<file path="src/rtl/serial_subtractor_pkg.sv">
// Shared definitions for the bit-serial subtractor.
// Holds the FSM state encoding, the default operand width and the
// signed-overflow equation used when the result registers load.
package serial_sub_pkg;

    localparam int unsigned DEFAULT_WIDTH = 4;

    typedef enum logic [1:0] {
        ST_IDLE  = 2'd0,
        ST_SHIFT = 2'd1,
        ST_DONE  = 2'd2
    } state_e;

    // Subtraction overflows only when operand signs differ and the result
    // sign disagrees with the minuend sign.
    function automatic logic calc_overflow(
        input logic a_msb,
        input logic b_msb,
        input logic diff_msb
    );
        return (a_msb != b_msb) && (diff_msb != a_msb);
    endfunction

endpackage : serial_sub_pkg

</file>
<file path="src/rtl/serial_subtractor_if.sv">
// Operand/result handshake bundle for serial_subtractor.
//   master : producer of operands and consumer of results (drives in_valid,
//            a, b, borrow_in, out_ready)
//   slave  : the subtractor (drives in_ready, out_valid, diff, borrow_out,
//            overflow)
interface serial_subtractor_if
    import serial_sub_pkg::*;
#(
    parameter int unsigned WIDTH = DEFAULT_WIDTH
);
    logic             in_valid;
    logic             in_ready;
    logic [WIDTH-1:0] a;
    logic [WIDTH-1:0] b;
    logic             borrow_in;
    logic             out_valid;
    logic             out_ready;
    logic [WIDTH-1:0] diff;
    logic             borrow_out;
    logic             overflow;

    modport master (
        output in_valid, a, b, borrow_in, out_ready,
        input  in_ready, out_valid, diff, borrow_out, overflow
    );

    modport slave (
        input  in_valid, a, b, borrow_in, out_ready,
        output in_ready, out_valid, diff, borrow_out, overflow
    );

endinterface : serial_subtractor_if

</file>
<file path="src/rtl/serial_subtractor_full_subtractor.sv">
// 1-bit combinational full subtractor cell: d = a - b - bin.
//   a, b, bin : input bits (bin is the borrow in)
//   d         : difference bit
//   bout      : borrow out
module full_subtractor (
    input  logic a,
    input  logic b,
    input  logic bin,
    output logic d,
    output logic bout
);

    assign d    = a ^ b ^ bin;
    // Borrow when b exceeds a outright, or when they tie and a borrow arrives.
    assign bout = (~a & b) | (~(a ^ b) & bin);

endmodule : full_subtractor

</file>
<file path="src/rtl/serial_subtractor.sv">
// Bit-serial two's-complement subtractor: diff = a - b - borrow_in,
// one bit per clock, LSB first, WIDTH cycles per operation.
//   clk, rst : rising-edge clock, asynchronous active-high reset
//   bus      : slave side of serial_subtractor_if
//              in_valid/in_ready  operand handshake (ready only when idle)
//              a, b, borrow_in    operands
//              out_valid/out_ready result handshake (result held until taken)
//              diff, borrow_out, overflow  registered result
module serial_subtractor
    import serial_sub_pkg::*;
#(
    parameter int unsigned WIDTH = DEFAULT_WIDTH
) (
    input  logic                 clk,
    input  logic                 rst,
    serial_subtractor_if.slave   bus
);

    localparam int unsigned CNT_W = $clog2(WIDTH);
    localparam logic [CNT_W-1:0] CNT_LAST = CNT_W'(WIDTH - 1);

    state_e           state;
    logic [WIDTH-1:0] a_sr;
    logic [WIDTH-1:0] b_sr;
    logic [WIDTH-1:0] d_sr;
    logic             br;
    logic [CNT_W-1:0] cnt;
    logic             a_msb;
    logic             b_msb;

    logic [WIDTH-1:0] diff_q;
    logic             borrow_q;
    logic             overflow_q;
    logic             in_ready_q;
    logic             out_valid_q;

    logic             d_bit;
    logic             br_next;
    logic [WIDTH-1:0] diff_final_c;

    // Single shared bit cell fed from the LSBs of the operand shift registers.
    full_subtractor u_full_subtractor (
        .a    (a_sr[0]),
        .b    (b_sr[0]),
        .bin  (br),
        .d    (d_bit),
        .bout (br_next)
    );

    // Result as it will look once the current bit is shifted in.
    assign diff_final_c = {d_bit, d_sr[WIDTH-1:1]};

    // FSM, datapath shift registers and output registers.
    always_ff @(posedge clk or posedge rst) begin
        if (rst) begin
            state       <= ST_IDLE;
            a_sr        <= '0;
            b_sr        <= '0;
            d_sr        <= '0;
            br          <= 1'b0;
            cnt         <= '0;
            a_msb       <= 1'b0;
            b_msb       <= 1'b0;
            diff_q      <= '0;
            borrow_q    <= 1'b0;
            overflow_q  <= 1'b0;
            in_ready_q  <= 1'b1;
            out_valid_q <= 1'b0;
        end else begin
            case (state)
                ST_IDLE: begin
                    if (bus.in_valid && in_ready_q) begin
                        a_sr       <= bus.a;
                        b_sr       <= bus.b;
                        br         <= bus.borrow_in;
                        cnt        <= '0;
                        a_msb      <= bus.a[WIDTH-1];
                        b_msb      <= bus.b[WIDTH-1];
                        in_ready_q <= 1'b0;
                        state      <= ST_SHIFT;
                    end
                end

                ST_SHIFT: begin
                    a_sr <= {1'b0, a_sr[WIDTH-1:1]};
                    b_sr <= {1'b0, b_sr[WIDTH-1:1]};
                    d_sr <= diff_final_c;
                    br   <= br_next;
                    cnt  <= cnt + CNT_W'(1);
                    if (cnt == CNT_LAST) begin
                        diff_q      <= diff_final_c;
                        borrow_q    <= br_next;
                        overflow_q  <= calc_overflow(a_msb, b_msb, d_bit);
                        out_valid_q <= 1'b1;
                        state       <= ST_DONE;
                    end
                end

                ST_DONE: begin
                    // in_ready is re-armed only here, so the next accept is
                    // at least one edge after the result handshake.
                    if (bus.out_ready) begin
                        out_valid_q <= 1'b0;
                        in_ready_q  <= 1'b1;
                        state       <= ST_IDLE;
                    end
                end

                default: begin
                    out_valid_q <= 1'b0;
                    in_ready_q  <= 1'b1;
                    state       <= ST_IDLE;
                end
            endcase
        end
    end

    assign bus.in_ready   = in_ready_q;
    assign bus.out_valid  = out_valid_q;
    assign bus.diff       = diff_q;
    assign bus.borrow_out = borrow_q;
    assign bus.overflow   = overflow_q;

endmodule : serial_subtractor

</file>
<file path="src/flat_wrapper.sv">
// flat-port wrapper written by rule: the top's interface ports become plain ports
module serial_subtractor_flat import serial_sub_pkg::*;
#(
    parameter int unsigned WIDTH = DEFAULT_WIDTH
)
  (clk, rst, bus_in_valid, bus_a, bus_b, bus_borrow_in, bus_out_ready, bus_in_ready, bus_out_valid, bus_diff, bus_borrow_out, bus_overflow);
  serial_subtractor_if #(.WIDTH(WIDTH)) bus_i ();
  input  logic clk;
  input  logic rst;
  input wire logic [$bits(bus_i.in_valid)-1:0] bus_in_valid;
  input wire logic [$bits(bus_i.a)-1:0] bus_a;
  input wire logic [$bits(bus_i.b)-1:0] bus_b;
  input wire logic [$bits(bus_i.borrow_in)-1:0] bus_borrow_in;
  input wire logic [$bits(bus_i.out_ready)-1:0] bus_out_ready;
  output wire logic [$bits(bus_i.in_ready)-1:0] bus_in_ready;
  output wire logic [$bits(bus_i.out_valid)-1:0] bus_out_valid;
  output wire logic [$bits(bus_i.diff)-1:0] bus_diff;
  output wire logic [$bits(bus_i.borrow_out)-1:0] bus_borrow_out;
  output wire logic [$bits(bus_i.overflow)-1:0] bus_overflow;
  assign bus_i.in_valid = bus_in_valid;
  assign bus_i.a = bus_a;
  assign bus_i.b = bus_b;
  assign bus_i.borrow_in = bus_borrow_in;
  assign bus_i.out_ready = bus_out_ready;
  assign bus_in_ready = bus_i.in_ready;
  assign bus_out_valid = bus_i.out_valid;
  assign bus_diff = bus_i.diff;
  assign bus_borrow_out = bus_i.borrow_out;
  assign bus_overflow = bus_i.overflow;
  serial_subtractor #(.WIDTH(WIDTH)) u_core (.clk(clk), .rst(rst), .bus(bus_i));
endmodule
</file>
<file path="config.mk">
export PLATFORM = sky130hd
export DESIGN_NAME = serial_subtractor_flat
export DESIGN_NICKNAME = d
export VERILOG_FILES = /design/src/rtl/serial_subtractor_pkg.sv /design/src/rtl/serial_subtractor_if.sv /design/src/rtl/serial_subtractor_full_subtractor.sv /design/src/rtl/serial_subtractor.sv /design/src/flat_wrapper.sv
export SDC_FILE = /design/constraint.sdc
export NUM_CORES = 1
export LEC_CHECK = 0
export CAP_MARGIN = 20
export CORE_ASPECT_RATIO = 0.6
export CORE_MARGIN = 2
export CORE_UTILIZATION = 50
export CTS_CLUSTER_SIZE = 8
export DETAILED_ROUTE_END_ITERATION = 8
export PLACE_DENSITY = 0.89
export SYNTH_ARGS = -nofsm -noshare
export SYNTH_HDL_FRONTEND = slang
export SYNTH_SLANG_ARGS = --single-unit
</file>
<file path="constraint.sdc">
create_clock -name clk -period 1.73 [get_ports clk]
set_input_delay 0.346 -clock clk [delete_from_list [all_inputs] [get_ports clk]]
set_output_delay 0.346 -clock clk [all_outputs]
set_load 0.01 [all_outputs]
</file>
======== Word-level counts from Yosys, hierarchy flattened ========
Cells that the tools add are included.
word-level totals
  word-level logic and storage cells ...... 59
  bits of input ports ..................... 13
  bits in registers ....................... 27
cells by class
  bitwise gates (word level) .............. 9
  multiplexer cells ....................... 18
  add/sub/neg operators ................... 1
  reduce and logical (&&, ||, !) cells .... 10
  eq/ne operators ......................... 8
operator list
  operator                                                count
  case mux 4 bit (2 select lines)                         2
  AND reduction 3 bit                                     3
  two-way mux 2 bit                                       4
  two-way mux 4 bit                                       2
  case mux 1 bit (3 select lines)                         2
  case mux 2 bit (3 select lines)                         1
  AND reduction 2 bit                                     3
  two-way mux 1 bit                                       5
  equality test 2 bit (second input constant)             2
  inequality test 2 x 1 -> 1 bit (second input constant)  2
  NOT 1 bit                                               4
  case mux 2 bit (2 select lines)                         1
  adder 2 x 1 -> 2 bit (second input constant)            1
  bitwise AND 1 bit                                       2
  equality test 2 x 1 -> 1 bit (second input constant)    1
  logical AND 1 bit                                       2
  zero test 2 bit                                         1
  inequality test 1 bit                                   2
  inequality test 2 bit (second input constant)           1
  case mux 1 bit (2 select lines)                         1
  nonzero test 2 bit                                      1
  XOR 1 bit                                               2
  OR 1 bit                                                1

======== Logic depth before layout (Yosys ltp) ========
  depth after elaboration ................. 5
  depth in mapped cells ................... 5
  depth with buffers taken out ............ 5

======== Modules after synthesis ========
From an unflattened synthesis, not the netlist that was laid out.
unflattened totals
  cell total of the unflattened synthesis .. 101
  area, all modules ....................... 1149.9 um^2
modules (own cells, without submodules)
  module             area an instance (um^2)  times used  cells each
  serial_subtractor  1118.6                   1           97
  full_subtractor    31.3                     1           4

======== Least setup slack after synthesis ========
Ideal clock, no wire load.
  kind .................................... reg-to-reg
  start ................................... reg u_core.a_sr[0]
  end ..................................... reg u_core.overflow_q, in the netlist u_core.bus.overflow
  stages on the path, launching flop included .. 5
  path buffers ............................ 0
  period minus slack after synthesis ...... 1.367 ns
  arrival time ............................ 1.239 ns
  setup slack ............................. 0.363 ns
  path through ............................ dfrtp_1 -> fa_1 -> and3b_1 -> a21oi_1 -> o21ai_0
on the way
  cells in the longest elaborated chain, start to end .. 4
RTL lines
  item                    line                                     source
  from (decl)             serial_subtractor.sv:23                  logic [WIDTH-1:0] a_sr;
  from (signal assigned)  serial_subtractor.sv:73                  a_sr <= bus.a;
  from (signal assigned)  serial_subtractor.sv:85                  a_sr <= {1'b0, a_sr[WIDTH-1:1]};
  XOR 1 bit (2 in a row)  serial_subtractor_full_subtractor.sv:13  assign d = a ^ b ^ bin;
  net u_core.d_bit        serial_subtractor.sv:37                  logic d_bit;
  inequality test 1 bit   serial_subtractor_pkg.sv:21              return (a_msb != b_msb) && (diff_msb != a_msb);
  logical AND 1 bit       serial_subtractor_pkg.sv:21
  to (signal assigned)    serial_subtractor.sv:93                  overflow_q <= calc_overflow(a_msb, b_msb, d_bit);
  to (decl)               serial_subtractor.sv:33                  logic overflow_q;
The timed path passes the listed nets, and every way through them passes these cells.
A chain may end at the register's enable or synchronous reset.

======== Worst setup path in the final report ========
  start ................................... reg u_core.out_valid_q, in the netlist u_core.bus.out_valid
  end ..................................... out bus_out_valid
RTL lines
  item                    line                      source
  from (decl)             serial_subtractor.sv:35   logic out_valid_q;
  from (signal assigned)  serial_subtractor.sv:68   out_valid_q <= 1'b0;
  from (signal assigned)  serial_subtractor.sv:94   out_valid_q <= 1'b1;
  from (signal assigned)  serial_subtractor.sv:103  out_valid_q <= 1'b0;
  to (decl)               flat_wrapper.sv:16        output wire logic [$bits(bus_i.out_valid)-1:0] bus_out_valid;
No word-level cell between the ends.

==> impl_metrics.toml <==
[outcome]
status = "finished, final reports clean"

[timing]
fin_skew_ps = 3.74
rsz0062_at_grt = "false"
timing.hold.ws_ps = 420
fmax_ghz = 0.651
layout_min_cycle_time_ps = 1540
finalSetupViolCount = 0
hold_viol_final = 0
setup-tns-final_ps = 0
slew_viol_final = 0
worst_slew_pin_slew_ps = 474
period_share_pct = 88.7
relSlewSlack_pct = 68.4

[global_routing]
antenna_found_initial = 0
grtUsageTotal_pct = 19.5
grt_pass1_vias = 795
grt_overflow = 0
grt_pass1_wl_um = 3670
grt_start_max_net_pins = 27

[final_layout]
fillCellCount = 171
nNetsFinal = 151
areaGrowthSynthToFinish_pct = 26.0
fin_util_pct = 66.7
drive_gt1_share_pct = 12.6
n_antenna_cell = 0

[cts]
cts_setup_buffers = 0
clock_latency_ps = 270
h-tree-depth = 1
clockRootBuffer = "clkbuf_8"
clock_path_buffers = 2
clk_pin_slew_ps = 90
cts_resized = 1
postCtsHoldBufs = 0
cts_buffers = 3
cts_tree = "built"
clock-sinks = 26

[route]
drtPass1Iterations = 4
routed_wl_um = 2220
drc = 0
vias = 846
wl_per_cell_um = 13.5
antenna_left = 0
drt_iter0_drc = 52
viasPerCell = 5.13

[worst_setup_path]
path_cells = "clkdlybuf4s50_1"
crit_path_end_kind = "output port"
critPathMaxStageDelay_ps = 540
critical-path-top-delay-family = "buffers and inverters"
start_kind = "flop"
slowest_stage = "clkdlybuf4s50_1"
crit_required_ps = 1380
cp.arrival_ps = 1190
path_class = "reg -> out"
critPathMaxFanout = 3
critical_path.n_buffers_inverters = 1

[pwr]
peakVddDrop_v = 0.000747
cellPowerDensity_nw_per_um2 = 1550
leakage_nw = 0.730

[logic_synthesis]
yosysWarnings = 0
postSynthNetCount = 127
synthTopCellsByArea = "dfrtp_1, nand2_1, nand3_1"
syn_inst = 112
yosysUniqueCellTypes = 23
yosys.area.top_type = "dfrtp_1"
synth.cell_area_um2 = 1150
yosysTopAreaCellShare_pct = 54.2
ys_seq_elements = 26
seq_area_frac_synth_pct = 56.5
avgSynthCellArea_um2 = 10.3

[floorplanning]
core.rowCount = 13
die_w_um = 66.0
initial_core_util_pct = 52.9
ios = 21
fp.coreArea_um2 = 2180
dieArea_um2 = 2720
die_y_um = 41.2

[worst_hold_path]
hold_path_class = "in -> async"

[place]
port_buffers = 20
dp_hpwl_um = 1570
routabilityCongestion = 0.854

[job]
drv_cap = 0
==> per-stage QoR <==
step | cell area, µm² | instances | power (W) | setup WS, ps
final | 1450 | 165 | 0.00225 | 195
after global routing | 1450 | 165 | 0.00241 | 140
after CTS | 1450 | 165 | 0.00227 | 184
after detailed placement | 1380 | 161 | 0.00177 | 192
after global placement | 1380 | 161 | 0.00171 | 233
after floorplan | 1150 | 112 | 0.00149 | 363
==> where the power goes <==
part | switching, W | internal (W) | leakage [nW]
clock network | 0.000191 | 0.000310 | 0.0357
registers | 0.000154 | 0.000842 | 0.333
logic | 0.000367 | 0.000392 | 0.360
==> final timing paths <==
kind / end / slack, ps / cells after the start / start
worst min register to register: u_core.a_sr[0] / 490 / 2 / u_core.a_sr[1]
min in group clk: u_core.a_sr[0] / 490 / 2 / u_core.a_sr[1]
max in group asynchronous: u_core.bus.in_ready / 1010 / 3 / rst
worst max register to register: u_core.bus.overflow / 230 / 4 / u_core.a_sr[0]
worst min-delay path: u_core.bus.borrow_out / 420 / 3 / rst
worst max-delay path: bus_out_valid / 190 / 1 / u_core.bus.out_valid
==> routing by layer <==
| metal | GRT usage (%) | vias to the layer above | share of wire, % |
|---|---|---|---|
| met5 | 0 | - | 0 |
| met4 | 6.12 | 0 | 0.50 |
| met3 | 6.87 | 2 | 5.8 |
| met2 | 33.3 | 22 | 45 |
| met1 | 24.1 | 402 | 49 |
| li1 | - | 420 | - |
==> Yosys cell counts <==
| cell | count |
|---|---|
| nor3_1 | 1 |
| and4bb_1 | 1 |
| nand4bb_1 | 1 |
| dfstp_2 | 1 |
| a21oi_1 | 3 |
| nand2_1 | 35 |
| a22o_1 | 1 |
| a221oi_2 | 1 |
| o311ai_2 | 1 |
| nor2_1 | 5 |
| inv_1 | 3 |
| nand3b_4 | 1 |
| buf_6 | 2 |
| and3b_1 | 1 |
| and2b_4 | 1 |
| buf_2 | 3 |
| nand3_1 | 13 |
| ha_1 | 1 |
| dfrtp_1 | 25 |
| o21ai_0 | 5 |
| nand2b_1 | 2 |
| mux2_2 | 4 |
| fa_1 | 1 |
==> cells in the final DEF (no fill, tap or decap), types with 2 or more instances in the layout <==
cell,instances
nand2b_1,2
o21ai_0,5
a21oi_1,3
nand3_1,13
inv_1,3
clkdlybuf4s50_1,19
dfrtp_1,25
nand2_1,35
buf_4,4
nor2_1,5
mux2_2,4
clkbuf_8,3
==> area by class of cell <==
type,instances,area [µm²],area share [%]
clock buffers,3,41.3,2.84
flip-flops and latches,26,652,44.8
multi-input cells,78,453,31.2
well taps,30,37.5,2.58
inverters,3,11.3,0.775
clock inverters,1,30.0,2.07
repair buffers,24,229,15.7
==> registers in the layout, indices dropped and copies added (netlist names) <==
signal,cells
u_core.d_sr,3
u_core.bus.diff,4
u_core.a_msb,1
u_core.bus.overflow,1
u_core.b_sr,4
u_core.bus.borrow_out,1
u_core.bus.out_valid,1
u_core.bus.in_ready,1
u_core.state,2
u_core.a_sr,4
u_core.cnt,2
u_core.br,1
u_core.b_msb,1
==> kinds of logic (layout without fill, tap and decap cells) <==
kind of cell / after synthesis / in the layout / synth area share [%]
adder cells (fa/ha/maj): 2 / 2 / 2.82
flip-flops: 26 / 26 / 56.5
buffers and inverters: 8 / 31 / 4.23
AND/OR/NAND/NOR: 61 / 61 / 25.6
multiplexers: 4 / 4 / 3.90
AO/OA/AOI/OAI: 11 / 11 / 6.94
Power figures use the tool's default switching activity.
